$ cat src/rtl/matrix_pkg.sv
// Shared constants, size encodings, fill FSM states and element addressing
// for the 4x4 matrix loader.
package matrix_pkg;

    localparam int ELEM_W = 8;
    localparam int N      = 4;
    localparam int MAT_W  = N * N * ELEM_W;

    localparam logic [1:0] SZ_1X1 = 2'd0;
    localparam logic [1:0] SZ_2X2 = 2'd1;
    localparam logic [1:0] SZ_3X3 = 2'd2;
    localparam logic [1:0] SZ_4X4 = 2'd3;

    typedef enum logic [1:0] {
        IDLE = 2'd0,
        FILL = 2'd1,
        FULL = 2'd2
    } fill_state_e;

    // LSB position of element (r,c); (0,0) is the most significant byte.
    // 8*(15 - (4r+c)) reduces to the inverted row/col index shifted by 3.
    function automatic logic [6:0] elem_lsb(input logic [1:0] r, input logic [1:0] c);
        return {~r, ~c, 3'b000};
    endfunction

endpackage

$ cat src/rtl/matrix_pad_gen.sv
// Identity-padding image for a matrix of dimension size+1: ones on the
// diagonal beyond the used region, zeros everywhere else.
module matrix_pad_gen
    import matrix_pkg::*;
(
    input  logic [1:0]       size,
    output logic [MAT_W-1:0] pad
);

    // Build the padded image one diagonal element at a time.
    always_comb begin
        pad = '0;
        for (int k = 0; k < N; k++) begin
            if (2'(k) > size) begin
                pad[elem_lsb(2'(k), 2'(k)) +: ELEM_W] = 8'h01;
            end else begin
                pad[elem_lsb(2'(k), 2'(k)) +: ELEM_W] = 8'h00;
            end
        end
    end

endmodule

$ cat src/rtl/matrix_loader.sv
// Serial element stream to packed 4x4 matrix, with a fill register and an
// output register so one matrix can drain while the next one fills.
module matrix_loader
    import matrix_pkg::*;
(
    input  logic              clk,
    input  logic              rst,
    input  logic              in_valid,
    output logic              in_ready,
    input  logic [ELEM_W-1:0] in_data,
    input  logic [1:0]        in_size,
    input  logic              abort,
    output logic              out_valid,
    input  logic              out_ready,
    output logic [MAT_W-1:0]  out_matrix,
    output logic [1:0]        out_size
);

    fill_state_e      state_r, state_nxt_s;
    logic [1:0]       row_r, col_r, row_nxt_s, col_nxt_s;
    logic [1:0]       size_r, size_nxt_s, cur_size_s;
    logic [MAT_W-1:0] fill_r, fill_nxt_s, fill_base_s, fill_wr_s, pad_s;
    logic             in_ready_r, out_valid_r;
    logic [MAT_W-1:0] out_matrix_r, load_mat_s;
    logic [1:0]       out_size_r, load_size_s;
    logic             accept_s, out_free_s, last_s, load_out_s;

    assign in_ready   = in_ready_r;
    assign out_valid  = out_valid_r;
    assign out_matrix = out_matrix_r;
    assign out_size   = out_size_r;

    assign accept_s   = in_valid && in_ready_r && !abort;
    assign out_free_s = !out_valid_r || out_ready;

    matrix_pad_gen u_pad (
        .size (in_size),
        .pad  (pad_s)
    );

    // Size and base image: the first element of a matrix starts from the
    // padding image and its own size code, later elements from the fill register.
    always_comb begin
        cur_size_s  = size_r;
        fill_base_s = fill_r;
        if (state_r == IDLE) begin
            cur_size_s  = in_size;
            fill_base_s = pad_s;
        end else begin
            cur_size_s  = size_r;
            fill_base_s = fill_r;
        end
        fill_wr_s = fill_base_s;
        fill_wr_s[elem_lsb(row_r, col_r) +: ELEM_W] = in_data;
        last_s = (row_r == cur_size_s) && (col_r == cur_size_s);
    end

    // Fill FSM next state, counters and output-register load decision.
    always_comb begin
        state_nxt_s = state_r;
        row_nxt_s   = row_r;
        col_nxt_s   = col_r;
        size_nxt_s  = size_r;
        fill_nxt_s  = fill_r;
        load_out_s  = 1'b0;
        load_mat_s  = fill_r;
        load_size_s = size_r;
        if (abort) begin
            state_nxt_s = IDLE;
            row_nxt_s   = 2'd0;
            col_nxt_s   = 2'd0;
        end else begin
            case (state_r)
                IDLE, FILL: begin
                    if (accept_s) begin
                        size_nxt_s = cur_size_s;
                        fill_nxt_s = fill_wr_s;
                        if (last_s) begin
                            row_nxt_s = 2'd0;
                            col_nxt_s = 2'd0;
                            if (out_free_s) begin
                                load_out_s  = 1'b1;
                                load_mat_s  = fill_wr_s;
                                load_size_s = cur_size_s;
                                state_nxt_s = IDLE;
                            end else begin
                                state_nxt_s = FULL;
                            end
                        end else begin
                            state_nxt_s = FILL;
                            if (col_r == cur_size_s) begin
                                col_nxt_s = 2'd0;
                                row_nxt_s = row_r + 2'd1;
                            end else begin
                                col_nxt_s = col_r + 2'd1;
                            end
                        end
                    end else begin
                        state_nxt_s = state_r;
                    end
                end
                FULL: begin
                    if (out_free_s) begin
                        load_out_s  = 1'b1;
                        state_nxt_s = IDLE;
                    end else begin
                        state_nxt_s = FULL;
                    end
                end
                default: begin
                    state_nxt_s = IDLE;
                    row_nxt_s   = 2'd0;
                    col_nxt_s   = 2'd0;
                end
            endcase
        end
    end

    // Fill-side state registers; in_ready follows the registered FSM state.
    always_ff @(posedge clk or negedge rst) begin
        if (!rst) begin
            state_r    <= IDLE;
            row_r      <= 2'd0;
            col_r      <= 2'd0;
            size_r     <= 2'd0;
            fill_r     <= '0;
            in_ready_r <= 1'b1;
        end else begin
            state_r    <= state_nxt_s;
            row_r      <= row_nxt_s;
            col_r      <= col_nxt_s;
            size_r     <= size_nxt_s;
            fill_r     <= fill_nxt_s;
            in_ready_r <= (state_nxt_s != FULL);
        end
    end

    // Output register: load a completed matrix, or drop valid once taken.
    always_ff @(posedge clk or negedge rst) begin
        if (!rst) begin
            out_valid_r  <= 1'b0;
            out_matrix_r <= '0;
            out_size_r   <= 2'd0;
        end else if (load_out_s) begin
            out_valid_r  <= 1'b1;
            out_matrix_r <= load_mat_s;
            out_size_r   <= load_size_s;
        end else if (out_ready) begin
            out_valid_r  <= 1'b0;
        end else begin
            out_valid_r  <= out_valid_r;
        end
    end

endmodule
$ cat config.mk
export PLATFORM = sky130hd
export DESIGN_NAME = matrix_loader
export DESIGN_NICKNAME = d
export VERILOG_FILES = /design/src/rtl/matrix_pkg.sv /design/src/rtl/matrix_pad_gen.sv /design/src/rtl/matrix_loader.sv
export SDC_FILE = /design/constraint.sdc
export NUM_CORES = 1
export LEC_CHECK = 0
export CAP_MARGIN = 15
export CELL_PAD_IN_SITES_DETAIL_PLACEMENT = 1
export CELL_PAD_IN_SITES_GLOBAL_PLACEMENT = 2
export CORE_AREA = 4 4 211 213
export DETAILED_ROUTE_END_ITERATION = 10
export DIE_AREA = 0 0 215 217
export GPL_TIMING_DRIVEN = 0
export PLACE_DENSITY_LB_ADDON = 0.1
export SLEW_MARGIN = 20
export SYNTH_ARGS = -nofsm -noshare
export SYNTH_HDL_FRONTEND = slang
export SYNTH_SLANG_ARGS = --single-unit
$ cat constraint.sdc
create_clock -name clk -period 4.28 [get_ports clk]
set_input_delay 0.856 -clock clk [delete_from_list [all_inputs] [get_ports clk]]
set_output_delay 0.856 -clock clk [all_outputs]
set_load 0.02 [all_outputs]
# Word level (Yosys, flattened, before mapping)
# Cells that the tools add are included.
# totals
register_bits	268
inputBits	15
word_cells	80
# classes
add_sub_neg	3
order_cmp	4
eq_ne	8
n_shift	2
mux	39
bitwise	3
reduce_logical	12
# op_table
operator	count
two-way mux 128 bit	6
bitwise mux 128 bit	1
variable shift 8 x 9 -> 128 bit, first input constant	1
indexed part select 8 x 9 -> 128 bit	1
two-way mux 2 bit	18
case mux 2 bit (2 select lines)	3
two-way mux 1 bit	10
negation 7 -> 9 bit	1
AND reduction 3 bit	2
adder 2 x 1 -> 2 bit, second input constant	2
== test 2 bit	2
greater-than comparator 1 x 2 -> 1 bit, first input constant	2
greater-than comparator 2 bit, first input constant	2
inequality test 2 bit, second input constant	2
inequality test 4 bit, second input constant	1
NOT 2 bit	2
logical AND 1 bit	3
inequality test 3 bit, second input constant	1
== test 2 x 1 -> 1 bit, second input constant	1
== test 2 bit, second input constant	1
logical NOT 1 bit	2
logical NOT 2 bit	1
case mux 1 bit (2 select lines)	1
AND reduction 2 bit	1
4 further kinds	4

# Depth between registers and ports, before layout
# logic_depth
depth_word	9
ltp_mapped	10
depth_no_buf	7

# Cells and area by module
# A second synthesis with hierarchy kept.
# hier_totals
cells_unflattened	1594
area_unflattened_um2	15583.7
# modules_own_cells
mod	n_inst	cells_per_inst	area_each_um2	seq_area_each_um2
matrix_loader	1	1465	14630.3	6707.7
matrix_pad_gen	1	129	953.4	0.0

# Worst setup path after synthesis
# OpenSTA, ideal clock, no wires.
# synth_path
path_type	input -> register
startpoint	input port in_size[0]
endpoint	register out_matrix_r[100], in the netlist out_matrix[100]
setup_ps	132
arrival_ps	2542
required_ps	4148
path_slack_ps	1606
cell_stages	9
cell_sequence	nor3b_1 > or4_4 > a221oi_4 > o211ai_4 > buf_6 > buf_6 > buf_2 > nand2_1 > o21ai_1
# synth_between
elab_chain_cells	7
elab_cells_between_ends	12
# synth_rtl
element	line_no	rtl
start, declared	matrix_loader.sv:11	input logic [1:0] in_size,
two-way mux 2 bit *	matrix_loader.sv:46	if (state_r == IDLE) begin
== test 2 bit	matrix_loader.sv:55	last_s = (row_r == cur_size_s) && (col_r == cur_size_s);
logical AND 1 bit *	matrix_loader.sv:55	
two-way mux 1 bit or two-way mux 128 bit (tied branches)	matrix_loader.sv:78	if (last_s) begin
two-way mux 1 bit or two-way mux 128 bit (tied branches)	matrix_loader.sv:75	if (accept_s) begin
case mux 1 bit (2 select lines) or two-way mux 128 bit (tied branches)	matrix_loader.sv:73	case (state_r)
two-way mux 1 bit or two-way mux 128 bit (tied branches)	matrix_loader.sv:68	if (abort) begin
end signal, assigned	matrix_loader.sv:146	out_matrix_r <= load_mat_s;
end, declared	matrix_loader.sv:24	logic [MAT_W-1:0] out_matrix_r, load_mat_s;
# Every way passes the cells marked *; elsewhere a longest branch is shown, timed or not.
# A chain may end at the register's enable or synchronous reset.

# Worst setup path after layout
# layout_path
startpoint	input port in_size[1]
endpoint	register out_matrix_r[113], in the netlist out_matrix[113]
# Same word-level chain as after synthesis.

==> key figures <==
Global routing
  – Grt ovf: 0
  – Initial antenna violation count: 1
  – Met1 global-route usage: between 20% and 30%
  – Vias in the first global route: 11751
  – First-pass GRT wire length: 74.29 mm
  – Largest net degree at the start of global routing: about 80
  – Most used routing layer in global routing: met2
  – Met3 GRT Util: 3.714%
  – Met2 usage: a little over a third
  – Total GRT Usage: 20.81%

Clock network
  – Num CTS Buffers: 35
  – Clk buf depth: 3
  – H-tree Lvls: 2
  – Cts repair resizes: 0
  – CTS clk-pin slew, worst paths: 0.05 ns
  – Hold-fix buffers, CTS: 0
  – Post-CTS setup repair buffer count: 0
  – Clock sinks: 268
  – Clk root buf: clkbuf_16
  – CTS tree: built
  – Skew-Pair Late Insertion Delay: ~0.54 ns

Drt
  – Routed WL per cell: 22.23 um
  – Starting DRT DRC Count: 421
  – Drt first pass iters: 4
  – Post-Route WL: approximately 49 mm
  – Vias/cell: 5.010
  – Drt drc: 0
  – Via count: 11027
  – Final ANT Viol Nets: 0

Timing
  – Final Hold Viols: 0
  – Setup violations, final: 0
  – Setup_tns: 0 ns
  – Final Cycle Share: 79.75%
  – RSZ-0062 raised after global routing: no
  – Fmax: 293.0 MHz
  – Worst slew pin tran: approximately 1.1 ns
  – Crit path time final: 3.413 ns
  – Max transition margin: 28.66%
  – Final Slew Violations: 0
  – Clock Skew: 0.01263 ns

Outcome
  – Outcome: completed

Worst setup path
  – Critical Path RT: 4.73 ns
  – Critical Path Sink Type: flop
  – Kind of critical path: input port to flop
  – CP peak stage delay: around 0.62 ns
  – CP Data Arrival Time: 3.86 ns
  – Worst path cell trace: clkdlybuf4s50_1 -> nor3b_1 -> or4_4 -> a221oi_4 -> o211ai_4 -> buf_6 -> buf_6 -> buf_2 -> nand2_1 -> o21ai_1
  – Worst-path maximum fanout: 10
  – Startpoint types: input port
  – Most frequent CP cell: buf_6
  – R2r setup slk: roughly 1.2 ns
  – Slowest cell on the critical path: clkdlybuf4s50_1

Pwr
  – Pwr Density: 502.3 nW/um^2
  – Pleak: roughly 7.9 nW
  – Maximum VDD drop: 0.0002394 V

Floorplan
  – Total die area: 46660 sq um
  – Initial cell density of the core: 31.56%
  – Row count: between 70 and 80
  – IO Count: 147
  – Die Wd: ~220 um
  – Core area: 42700 sq um
  – Die height: 217 um

Final layout
  – Count of nets after finishing: 1652
  – Inserted Diodes: 0
  – Final instance area: 16830 sq um
  – Commonest non-fill, non-tap cells in the layout: nand2_1, dfrtp_1, mux2i_1
  – Layout cells sized above 1: 8.399%
  – Area growth from synthesis to final layout: 24.90%
  – Most common cell after layout, fill and taps aside: nand2_1

Place
  – Placement-stage cell area: between 15000 and 20000 sq um
  – Hpwl dp: 34.12 mm
  – Port bufs: 146
  – GP Congestion: 0.8358

Synth
  – Synth Cell Area: approximately 13000 sq um
  – Synthesized Nets: roughly 1500
  – Post-synthesis instance total: roughly 1400
  – Syn_area_per_cell: 9.311 sq um
  – Yosys reg bits: ~270
  – Part of the Yosys area used for sequential elements: about 50%
  – YS warnings: 0
  – Post-synthesis cell type count: 45

Flow run
  – Max Cap Violations: 0

Hold path
  – Worst min-delay path class: input port to async pin
## where the power goes
part,internal (mW),switching (mW),leakage [nW]
Combinational,0.899,1.52,3.76
Clock,1.73,1.16,0.552
Sequential,2.90,0.252,3.64
Total,5.53,2.93,7.95
## metrics by stage
step	hold slack, ns	power [mW]	utilization [%]	cells	worst slack [ns]
after detailed placement	0.4728	5.631	36.78	2142	0.2992
after global placement	0.4633	5.583	36.58	2139	-10.66
final	0.2458	8.452	39.41	2201	0.8665
after CTS	0.2601	8.591	39.39	2201	0.8460
after floorplan	0.4675	4.516	-	1447	1.606
after global routing	0.2910	8.907	39.41	2201	0.7347
## sequential cells by signal, summed over array words and instances (netlist names)
register    cells
out_size        2
fill_r        128
size_r          2
state_r         2
in_ready        1
row_r           2
out_matrix    128
col_r           2
out_valid       1
## critical path, delay by kind of cell
family / cells / cell delay [ns]
and+or+nand+nor: 3 / 0.73
AOI/OAI and AO/OA: 3 / 0.76
buffers and inverters: 4 / 1.48
## logic make-up after synthesis
group	synth area share [%]
xor gates and xnor gates	0.2601
DFF	49.79
buffers and inverters	3.195
AOI/OAI and AO/OA	6.984
and+or+nand+nor	18.15
adders and majority gates	0.3715
muxes	21.26
## final timing paths
check | start | to | cells after the start
worst max-delay path | in_size[1] | out_matrix[113] | 10
worst min-delay path | rst | out_matrix[36] | 1
worst max register to register | col_r[0] | out_matrix[18] | 8
worst min register to register | out_matrix[116] | out_matrix[116] | 2
max in group asynchronous | rst | out_matrix[121] | 3
min in group clk | out_matrix[116] | out_matrix[116] | 2
## synthesized netlist by cell type (all sizes together)
master / instances / area [sq um]
a211o: 1 / 8.760
a21boi: 1 / 7.510
a21oi: 17 / 85.08
a221o: 1 / 10.01
a221oi: 1 / 26.28
a22oi: 1 / 7.510
a311oi: 1 / 8.760
and2: 2 / 12.51
and3b: 2 / 17.52
buf: 31 / 175.2
clkbuf: 57 / 214.0
dfrtp: 267 / 6681
dfstp: 1 / 26.28
ha: 4 / 50.05
inv: 11 / 41.29
mux2: 41 / 461.7
mux2i: 240 / 2402
nand2: 485 / 1823
nand2b: 2 / 12.51
nand3: 4 / 20.02
nand3b: 1 / 7.510
nor2: 101 / 381.6
nor2b: 3 / 18.77
nor3: 7 / 65.06
nor3b: 3 / 22.52
nor4: 2 / 18.77
nor4bb: 1 / 10.01
o211ai: 2 / 28.78
o21a: 4 / 30.03
o21ai: 144 / 720.7
o21bai: 1 / 7.510
or2: 1 / 6.260
or3: 1 / 6.260
or4: 2 / 22.52
xnor2: 3 / 26.28
xor2: 1 / 8.760
## routing by layer
layer / share of wire (%) / wire, um
met5: 0.025 / 12
met4: 2.3 / 1110
met3: 3.3 / 1630
met2: 48 / 23470
met1: 46 / 22710
## layout make-up
type / instances / area, sq um
buffer: 88 / 389.1
clock buffer: 54 / 1080
clock inverter: 5 / 31.28
fill: 4861 / 25870
inverter: 11 / 41.29
multi-input combinational: 1080 / 6346
sequential: 268 / 6708
tap: 546 / 683.2
timing repair buffer: 149 / 1549
Power figures use the tool's default switching activity.
